## config.mk

```make
export PLATFORM = sky130hd
export DESIGN_NAME = magia_axi_print_mon_flat
export DESIGN_NICKNAME = d
export VERILOG_FILES = /design/src/rtl/magia_axi_print_mon_if.sv /design/src/rtl/magia_axi_print_mon.sv /design/src/flat_wrapper.sv
export SDC_FILE = /design/constraint.sdc
export NUM_CORES = 1
export LEC_CHECK = 0
export BUFFER_PORTS_ARGS = -buffer_cell sky130_fd_sc_hd__buf_2
export CAP_MARGIN = 20
export CORE_ASPECT_RATIO = 0.6
export CORE_MARGIN = 2
export CORE_UTILIZATION = 23
export CTS_CLUSTER_DIAMETER = 40
export DETAILED_ROUTE_END_ITERATION = 8
export RECOVER_POWER = 100
export SYNTH_ARGS = -nofsm -noshare
export SYNTH_HDL_FRONTEND = slang
export SYNTH_SLANG_ARGS = --single-unit
```

## constraint.sdc

```tcl
create_clock -name clk_i -period 3.51 [get_ports clk_i]
set_input_delay 0.1755 -clock clk_i [delete_from_list [all_inputs] [get_ports clk_i]]
set_output_delay 0.1755 -clock clk_i [all_outputs]
set_load 0.01 [all_outputs]
```

## src/rtl/magia_axi_print_mon_if.sv

```systemverilog
// Bundle of the observed AXI AW/W channels and the outgoing character stream
// used by the print monitor; the bench drives the master side.
interface magia_axi_print_mon_if #(
  parameter int ADDR_W = 32,
  parameter int DATA_W = 32
);
  logic                  aw_valid_i;
  logic                  aw_ready_i;
  logic [ADDR_W-1:0]     aw_addr_i;
  logic [7:0]            aw_len_i;
  logic                  w_valid_i;
  logic                  w_ready_i;
  logic [DATA_W-1:0]     w_data_i;
  logic [DATA_W/8-1:0]   w_strb_i;
  logic                  w_last_i;
  logic                  char_valid_o;
  logic                  char_ready_i;
  logic [7:0]            char_o;
  logic                  char_is_err_o;

  modport master (
    output aw_valid_i, aw_ready_i, aw_addr_i, aw_len_i,
    output w_valid_i, w_ready_i, w_data_i, w_strb_i, w_last_i,
    output char_ready_i,
    input  char_valid_o, char_o, char_is_err_o
  );

  modport slave (
    input  aw_valid_i, aw_ready_i, aw_addr_i, aw_len_i,
    input  w_valid_i, w_ready_i, w_data_i, w_strb_i, w_last_i,
    input  char_ready_i,
    output char_valid_o, char_o, char_is_err_o
  );
endinterface

```

## src/rtl/magia_axi_print_mon.sv

```systemverilog
// Passive AXI write-path monitor: turns stdout/stderr writes into a character
// stream and latches the end-of-computation exit code, with sticky error flags.
module magia_axi_print_mon #(
  parameter int                ADDR_W      = 32,
  parameter int                DATA_W      = 32,
  parameter int                AW_DEPTH    = 8,
  parameter int                CHAR_DEPTH  = 16,
  parameter logic [ADDR_W-1:0] STDERR_ADDR = ADDR_W'(32'hFFFF_0000),
  parameter logic [ADDR_W-1:0] STDOUT_ADDR = ADDR_W'(32'hFFFF_0004),
  parameter logic [ADDR_W-1:0] EOC_ADDR    = ADDR_W'(32'hCC03_0000)
) (
  input  logic                  clk_i,
  input  logic                  rst_i,
  magia_axi_print_mon_if.slave  bus,
  output logic                  eoc_o,
  output logic [31:0]           exit_code_o,
  output logic [3:0]            err_flags_o
);

  localparam int LANES = DATA_W / 8;
  localparam int AWP   = $clog2(AW_DEPTH);
  localparam int CHP   = $clog2(CHAR_DEPTH);
  localparam logic [AWP:0] AW_FULL = (AWP+1)'(AW_DEPTH);
  localparam logic [CHP:0] CH_FULL = (CHP+1)'(CHAR_DEPTH);

  typedef enum logic [1:0] {
    CLS_OTHER = 2'd0,
    CLS_ERR   = 2'd1,
    CLS_OUT   = 2'd2,
    CLS_EOC   = 2'd3
  } cls_e;

  cls_e          aw_cls_mem [AW_DEPTH];
  logic [7:0]    aw_len_mem [AW_DEPTH];
  logic [7:0]    ch_mem     [CHAR_DEPTH];
  logic          ch_err_mem [CHAR_DEPTH];

  logic [AWP-1:0] aw_wr_q, aw_wr_d, aw_rd_q, aw_rd_d;
  logic [AWP:0]   aw_cnt_q, aw_cnt_d;
  logic [CHP-1:0] ch_wr_q, ch_wr_d, ch_rd_q, ch_rd_d;
  logic [CHP:0]   ch_cnt_q, ch_cnt_d;
  logic [8:0]     beat_q, beat_d;
  logic           eoc_q, eoc_d;
  logic [31:0]    exit_q, exit_d;
  logic [3:0]     err_q, err_d;

  logic                aw_hs, w_hs;
  cls_e                aw_cls;
  logic [DATA_W-1:0]   w_gated;
  logic [31:0]         eoc_val;
  logic [7:0]          lane_char;
  logic                beat_ok, bypass;
  cls_e                beat_cls;
  logic [8:0]          beat_len;
  logic                aw_push, aw_push_ok, aw_pop;
  logic                ch_push, ch_push_ok, ch_pop, ch_is_err;
  logic                ch_valid;

  assign aw_hs = bus.aw_valid_i & bus.aw_ready_i;
  assign w_hs  = bus.w_valid_i & bus.w_ready_i;

  always_comb begin
    aw_cls = CLS_OTHER;
    if (bus.aw_addr_i == STDERR_ADDR)      aw_cls = CLS_ERR;
    else if (bus.aw_addr_i == STDOUT_ADDR) aw_cls = CLS_OUT;
    else if (bus.aw_addr_i == EOC_ADDR)    aw_cls = CLS_EOC;
  end

  generate
    for (genvar gi = 0; gi < LANES; gi++) begin : g_lane
      assign w_gated[gi*8 +: 8] = bus.w_strb_i[gi] ? bus.w_data_i[gi*8 +: 8] : 8'h00;
    end
  endgenerate

  // Exit word is the low 32 bits of the strobe-gated beat, zero-extended on narrow buses.
  always_comb begin
    eoc_val = 32'h0;
    for (int i = 0; i < LANES; i++) begin
      if (i < 4) eoc_val[i*8 +: 8] = w_gated[i*8 +: 8];
    end
  end

  always_comb begin
    lane_char = 8'h00;
    for (int i = LANES - 1; i >= 0; i--) begin
      if (bus.w_strb_i[i]) lane_char = bus.w_data_i[i*8 +: 8];
    end
  end

  always_comb begin
    beat_ok   = 1'b0;
    bypass    = 1'b0;
    beat_cls  = aw_cls_mem[aw_rd_q];
    beat_len  = {1'b0, aw_len_mem[aw_rd_q]};
    beat_d    = beat_q;
    err_d     = err_q;
    eoc_d     = eoc_q;
    exit_d    = exit_q;
    aw_pop    = 1'b0;
    ch_push   = 1'b0;
    ch_is_err = 1'b0;

    // An empty queue lets a same-cycle AW stand in as the head.
    if (w_hs) begin
      if (aw_cnt_q != '0) begin
        beat_ok = 1'b1;
      end else if (aw_hs) begin
        beat_ok  = 1'b1;
        bypass   = 1'b1;
        beat_cls = aw_cls;
        beat_len = {1'b0, bus.aw_len_i};
      end else begin
        err_d[2] = 1'b1;
      end
    end

    if (beat_ok) begin
      if (bus.w_last_i) begin
        beat_d = '0;
        aw_pop = !bypass;
        if (beat_q != beat_len) err_d[3] = 1'b1;
      end else begin
        if (beat_q >= beat_len) err_d[3] = 1'b1;
        if (beat_q != '1) beat_d = beat_q + 9'd1;
      end
      case (beat_cls)
        CLS_ERR, CLS_OUT: begin
          ch_push   = |bus.w_strb_i;
          ch_is_err = (beat_cls == CLS_ERR);
        end
        CLS_EOC: begin
          if (beat_q == '0 && eoc_val != 32'h0 && !eoc_q) begin
            eoc_d  = 1'b1;
            exit_d = eoc_val;
          end
        end
        default: ;
      endcase
    end

    // A bypassed single-beat burst completes immediately and never occupies the queue.
    aw_push    = aw_hs && !(bypass && bus.w_last_i);
    aw_push_ok = aw_push && ((aw_cnt_q != AW_FULL) || aw_pop);
    if (aw_push && !aw_push_ok) err_d[0] = 1'b1;

    ch_pop     = (ch_cnt_q != '0) && bus.char_ready_i;
    ch_push_ok = ch_push && ((ch_cnt_q != CH_FULL) || ch_pop);
    if (ch_push && !ch_push_ok) err_d[1] = 1'b1;

    aw_wr_d  = aw_push_ok ? aw_wr_q + 1'b1 : aw_wr_q;
    aw_rd_d  = aw_pop ? aw_rd_q + 1'b1 : aw_rd_q;
    aw_cnt_d = aw_cnt_q + (AWP+1)'(aw_push_ok) - (AWP+1)'(aw_pop);
    ch_wr_d  = ch_push_ok ? ch_wr_q + 1'b1 : ch_wr_q;
    ch_rd_d  = ch_pop ? ch_rd_q + 1'b1 : ch_rd_q;
    ch_cnt_d = ch_cnt_q + (CHP+1)'(ch_push_ok) - (CHP+1)'(ch_pop);
  end

  always_ff @(posedge clk_i) begin
    if (aw_push_ok) begin
      aw_cls_mem[aw_wr_q] <= aw_cls;
      aw_len_mem[aw_wr_q] <= bus.aw_len_i;
    end
    if (ch_push_ok) begin
      ch_mem[ch_wr_q]     <= lane_char;
      ch_err_mem[ch_wr_q] <= ch_is_err;
    end
  end

  always_ff @(posedge clk_i) begin
    if (rst_i) begin
      aw_wr_q  <= '0;
      aw_rd_q  <= '0;
      aw_cnt_q <= '0;
      ch_wr_q  <= '0;
      ch_rd_q  <= '0;
      ch_cnt_q <= '0;
      beat_q   <= '0;
      eoc_q    <= 1'b0;
      exit_q   <= 32'h0;
      err_q    <= 4'h0;
    end else begin
      aw_wr_q  <= aw_wr_d;
      aw_rd_q  <= aw_rd_d;
      aw_cnt_q <= aw_cnt_d;
      ch_wr_q  <= ch_wr_d;
      ch_rd_q  <= ch_rd_d;
      ch_cnt_q <= ch_cnt_d;
      beat_q   <= beat_d;
      eoc_q    <= eoc_d;
      exit_q   <= exit_d;
      err_q    <= err_d;
    end
  end

  // Head is read through so the character shows the cycle after its W beat.
  assign ch_valid          = (ch_cnt_q != '0);
  assign bus.char_valid_o  = ch_valid;
  assign bus.char_o        = ch_valid ? ch_mem[ch_rd_q] : 8'h00;
  assign bus.char_is_err_o = ch_valid ? ch_err_mem[ch_rd_q] : 1'b0;
  assign eoc_o             = eoc_q;
  assign exit_code_o       = exit_q;
  assign err_flags_o       = err_q;

endmodule

```

## src/flat_wrapper.sv

```systemverilog
// flat-port wrapper written by rule: the top's interface ports become plain ports
module magia_axi_print_mon_flat 
#(
  parameter int                ADDR_W      = 32,
  parameter int                DATA_W      = 32,
  parameter int                AW_DEPTH    = 8,
  parameter int                CHAR_DEPTH  = 16,
  parameter logic [ADDR_W-1:0] STDERR_ADDR = ADDR_W'(32'hFFFF_0000),
  parameter logic [ADDR_W-1:0] STDOUT_ADDR = ADDR_W'(32'hFFFF_0004),
  parameter logic [ADDR_W-1:0] EOC_ADDR    = ADDR_W'(32'hCC03_0000)
)
  (clk_i, rst_i, eoc_o, exit_code_o, err_flags_o, bus_aw_valid_i, bus_aw_ready_i, bus_aw_addr_i, bus_aw_len_i, bus_w_valid_i, bus_w_ready_i, bus_w_data_i, bus_w_strb_i, bus_w_last_i, bus_char_ready_i, bus_char_valid_o, bus_char_o, bus_char_is_err_o);
  magia_axi_print_mon_if #(.ADDR_W(ADDR_W), .DATA_W(DATA_W)) bus_i ();
  input  logic clk_i;
  input  logic rst_i;
  output logic eoc_o;
  output logic [31:0] exit_code_o;
  output logic [3:0] err_flags_o;
  input wire logic [$bits(bus_i.aw_valid_i)-1:0] bus_aw_valid_i;
  input wire logic [$bits(bus_i.aw_ready_i)-1:0] bus_aw_ready_i;
  input wire logic [$bits(bus_i.aw_addr_i)-1:0] bus_aw_addr_i;
  input wire logic [$bits(bus_i.aw_len_i)-1:0] bus_aw_len_i;
  input wire logic [$bits(bus_i.w_valid_i)-1:0] bus_w_valid_i;
  input wire logic [$bits(bus_i.w_ready_i)-1:0] bus_w_ready_i;
  input wire logic [$bits(bus_i.w_data_i)-1:0] bus_w_data_i;
  input wire logic [$bits(bus_i.w_strb_i)-1:0] bus_w_strb_i;
  input wire logic [$bits(bus_i.w_last_i)-1:0] bus_w_last_i;
  input wire logic [$bits(bus_i.char_ready_i)-1:0] bus_char_ready_i;
  output wire logic [$bits(bus_i.char_valid_o)-1:0] bus_char_valid_o;
  output wire logic [$bits(bus_i.char_o)-1:0] bus_char_o;
  output wire logic [$bits(bus_i.char_is_err_o)-1:0] bus_char_is_err_o;
  assign bus_i.aw_valid_i = bus_aw_valid_i;
  assign bus_i.aw_ready_i = bus_aw_ready_i;
  assign bus_i.aw_addr_i = bus_aw_addr_i;
  assign bus_i.aw_len_i = bus_aw_len_i;
  assign bus_i.w_valid_i = bus_w_valid_i;
  assign bus_i.w_ready_i = bus_w_ready_i;
  assign bus_i.w_data_i = bus_w_data_i;
  assign bus_i.w_strb_i = bus_w_strb_i;
  assign bus_i.w_last_i = bus_w_last_i;
  assign bus_i.char_ready_i = bus_char_ready_i;
  assign bus_char_valid_o = bus_i.char_valid_o;
  assign bus_char_o = bus_i.char_o;
  assign bus_char_is_err_o = bus_i.char_is_err_o;
  magia_axi_print_mon #(.ADDR_W(ADDR_W), .DATA_W(DATA_W), .AW_DEPTH(AW_DEPTH), .CHAR_DEPTH(CHAR_DEPTH), .STDERR_ADDR(STDERR_ADDR), .STDOUT_ADDR(STDOUT_ADDR), .EOC_ADDR(EOC_ADDR)) u_core (.clk_i(clk_i), .rst_i(rst_i), .bus(bus_i), .eoc_o(eoc_o), .exit_code_o(exit_code_o), .err_flags_o(err_flags_o));
endmodule
```

==> results.yml <==
logic_synthesis:
  ys_seq_elements: 300
  synth-seq-area-share_pct: 65.07
  async_flop_share_pct: 0
  synth_edf_count: 224
  syn_inst: 845
  ys.flop_type: "edfxtp_1"
  netlist_area_mm2: 0.01268
  synth_area_per_cell_um2: 15.00
  synth_cell_types: 53
  syn-num-nets: 963
  synth_warnings: 0
global_route:
  grt_max_degree: 37
  grt_pass1_wl_um: 51200
  grt_antenna_before_repair: 1
  grt_pass1_vias: 8222
  overflow: 0
  grt_usage_pct: 12.00
status:
  status: "complete, but fails checks"
  violations: "capacitance limit, slew limit"
worst_setup_path:
  slowest_delay_ns: 0.52
  arrival_ns: 3.67
  startpoint_type: "register"
  crit_type: "reg -> reg"
  crit_path_end_kind: "register"
  cp.required_ns: 3.91
  cp_num_cells: 14
  cp_max_fo: 5
  slowest_stage: "mux4_2"
  crit_buf_inv: 2
  crit_family: "multiplexers"
  rr_worst_depth: 14
  crit_chain: "mux4_2 > mux2_2 > mux2_4 > ha_4 > a2111oi_4 > and2_4 > ha_2 > inv_1 > fa_2 > inv_1 > a21oi_1 > nor2_1 > or3_1 > a21oi_1"
floorplanning:
  io_pins: 131
  fp-row-count: 66
  coreArea_mm2: 0.05434
  dieArea_mm2: 0.05707
  die-height_um: 185.8
  die_w_um: 307.1
  initial_core_util_pct: 23.33
sta:
  rsz0062_at_grt: "false"
  period_minus_slack_ns: 3.278
  fmax_mhz: 305.0
  drv_slew: 28
  hold_viol_final: 0
  max_slew_margin_pct: -12.47
  holdWs_ns: 0.01958
  finalSetupViolations: 0
  setup_ws_ns: 0.2318
  layout_worst_path_cycle_share_pct: 93.40
  clock_skew_ns: 0.03493
  tightest_slew_ns: 1.676
clock_network:
  postCtsSetupRepairBufs: 0
  cts_buffer_depth: 3
  cts.sink_count: 300
  cts_buffers: 36
  root_buffer: "clkbuf_16"
  path_clk_slew_ns: 0.06
  clkLatencyLatePin_ns: 0.55
  cts_tree: "built"
  ctsHtreeMaxLevel: 2
route:
  drt-total-wl_um: 34340
  drc: 0
  drt_first_pass_iters: 5
  drt_iter0_markers: 747
  wl_per_cell_um: 19.11
  ant_nets: 0
  vias: 8177
  vias_per_cell: 4.550
pwr:
  ir_drop_mv: 0.3295
  netSwitchingPower_uw: 2562
  p_comb_share_pct: 18.6
  intPower_uw: 6946
  p_leak_uw: 0.005275
  clkPwrFrac_pct: 38.7
  power_density_mw_per_mm2: 601.6
  finalPower_uw: 9507
  switching_share_pct: 26.94
  power_frac_seq_pct: 42.6
place:
  gp_congestion: 0.8456
  numPortBuffers: 130
  pre_cts_ws_ns: -0.09704
  post-dp-hpwl_um: 24590
finish:
  fin_nets: 1173
  fillers: 5466
  antenna_cells: 0
  drive_gt1_share_pct: 22.62
  area_growth_pct: 24.68
min_path:
  hold_path_depth: 4
  hold_class: "in -> reg"
job:
  maxCapViolCount: 2
-- registers in the layout, summed over array words and instances, names as in the netlist, named ones only --
signal              cells
u_core.aw_cls_mem      16
u_core.ch_rd_q          4
u_core.aw_len_mem      64
u_core.aw_cnt_q         4
u_core.ch_wr_q          4
u_core.aw_wr_q          3
u_core.beat_q           9
u_core.ch_cnt_q         5
u_core.exit_code_o     32
u_core.ch_mem         128
u_core.err_flags_o      4
u_core.aw_rd_q          3
u_core.eoc_o            1
u_core.ch_err_mem      16
-- Yosys cell counts, types with 3 or more instances --
cell type	number	share of area [%]
edfxtp_1	224	53
dfxtp_1	76	12
nor2_1	74	2.2
mux4_2	60	11
a21oi_1	47	1.9
o21ai_0	34	1.3
ha_1	32	3.2
nand2_1	27	0.80
clkbuf_1	24	0.71
inv_1	24	0.71
nand4_1	19	0.94
xor2_1	15	1.0
mux2i_1	13	1.0
nand3_1	13	0.51
and2_1	12	0.59
nor3_1	12	0.47
a22oi_1	9	0.53
and3_1	9	0.44
nand2b_1	9	0.44
or3_1	9	0.44
a22o_1	8	0.55
buf_1	8	0.24
nor4_1	8	0.39
buf_2	7	0.28
nor2b_1	7	0.35
or4_1	6	0.36
xnor2_1	6	0.41
mux4_1	5	1.0
buf_4	4	0.24
buf_6	4	0.36
o21ai_1	4	0.16
o41ai_1	4	0.28
a21o_1	3	0.18
nor4b_1	3	0.21
o31ai_1	3	0.18
-- what timing repair did --
item                       4_1_cts  5_1_grt
resized for setup                0        2
setup endpoints to repair        0        2
hold endpoints to repair        87        0
hold buffers                    31        0
-- layer usage --
layer | global-route usage, % | vias up | routed length [um]
li1 | - | 3708 | -
met1 | 16.73 | 4105 | 15940
met2 | 18.77 | 313 | 15300
met3 | 2.368 | 51 | 2295
met4 | 3.883 | 0 | 806
met5 | 0 | - | 0
-- tightest hold or removal path, cell delays in order --
cell	delay, ns
buf_2	0.11
nand2_1	0.06
or3_1	0.10
a21oi_1	0.05
-- power groups by stage --
stage / clock network [uW] / registers [uW] / logic [uW]
global placement: 0 / 4120 / 1790
detailed placement: 0 / 4130 / 1810
finish: 3680 / 4050 / 1770
global route: 3920 / 4070 / 1970
CTS: 3770 / 4060 / 1850
floorplan: 0 / 4080 / 1240
-- metrics by stage --
step           utilization [%]  cell area, um2  TNS [ns]  instances
2_1_floorplan                -           12750         0        845
5_1_grt                  29.08           15800         0       1797
6_report                 29.08           15800         0       1797
3_3_place_gp             26.75           14540  -0.07469       1700
4_1_cts                  29.50           16030         0       1797
3_5_place_dp             26.75           14540   -0.1092       1700
-- final cells by class --
| class | instances | area (um2) | share of cell area (%) |
|---|---|---|---|
| Tap cell | 714 | 893.4 | 5.653 |
| Sequential cell | 300 | 8252 | 52.21 |
| Inverter | 24 | 90.09 | 0.5700 |
| Timing Repair Buffer | 220 | 1217 | 7.703 |
| Multi-Input combinational cell | 473 | 4168 | 26.37 |
| Clock buffer | 46 | 948.4 | 6.001 |
| Clock inverter | 20 | 235.2 | 1.488 |
-- path summary, 6_finish.rpt --
kind                       endpoint                   start  slack (ns)
min           u_core.exit_code_o[5]         bus_w_data_i[5]        0.02
min reg2reg  u_core.exit_code_o[11]  u_core.exit_code_o[11]        0.47
max reg2reg      u_core.ch_cnt_q[4]                register        0.23
max              u_core.ch_cnt_q[4]                register        0.23
-- cells by family after synthesis --
family,count (synthesis),share of synthesized area [%]
xor+xnor,21,1.451
buf+inv,72,2.566
fa+ha+maj,34,3.474
compound gates,122,5.755
mux,80,12.90
simple gates,216,8.785
flops,300,65.07
-- cell usage in the layout, fill, tap and decap left out, types with 7 or more instances in the layout --
master,netlist,routed
or3_1,9,9
and2_0,0,7
nand2_1,27,27
inv_1,24,24
mux4_2,60,60
clkbuf_2,1,19
a22o_1,8,8
and3_1,9,9
ha_1,32,30
nor4_1,8,7
nand2b_1,9,9
clkbuf_1,24,84
nor3_1,12,9
clkbuf_16,0,36
nand3_1,13,13
xor2_1,15,15
buf_2,7,78
dfxtp_1,76,75
o21ai_0,34,33
a21oi_1,47,47
dlygate4sd3_1,0,31
nor2b_1,7,7
buf_4,4,15
a22oi_1,9,9
edfxtp_1,224,224
nand4_1,19,19
mux2i_1,13,13
nor2_1,74,75
(Power assumes the default switching activity.)
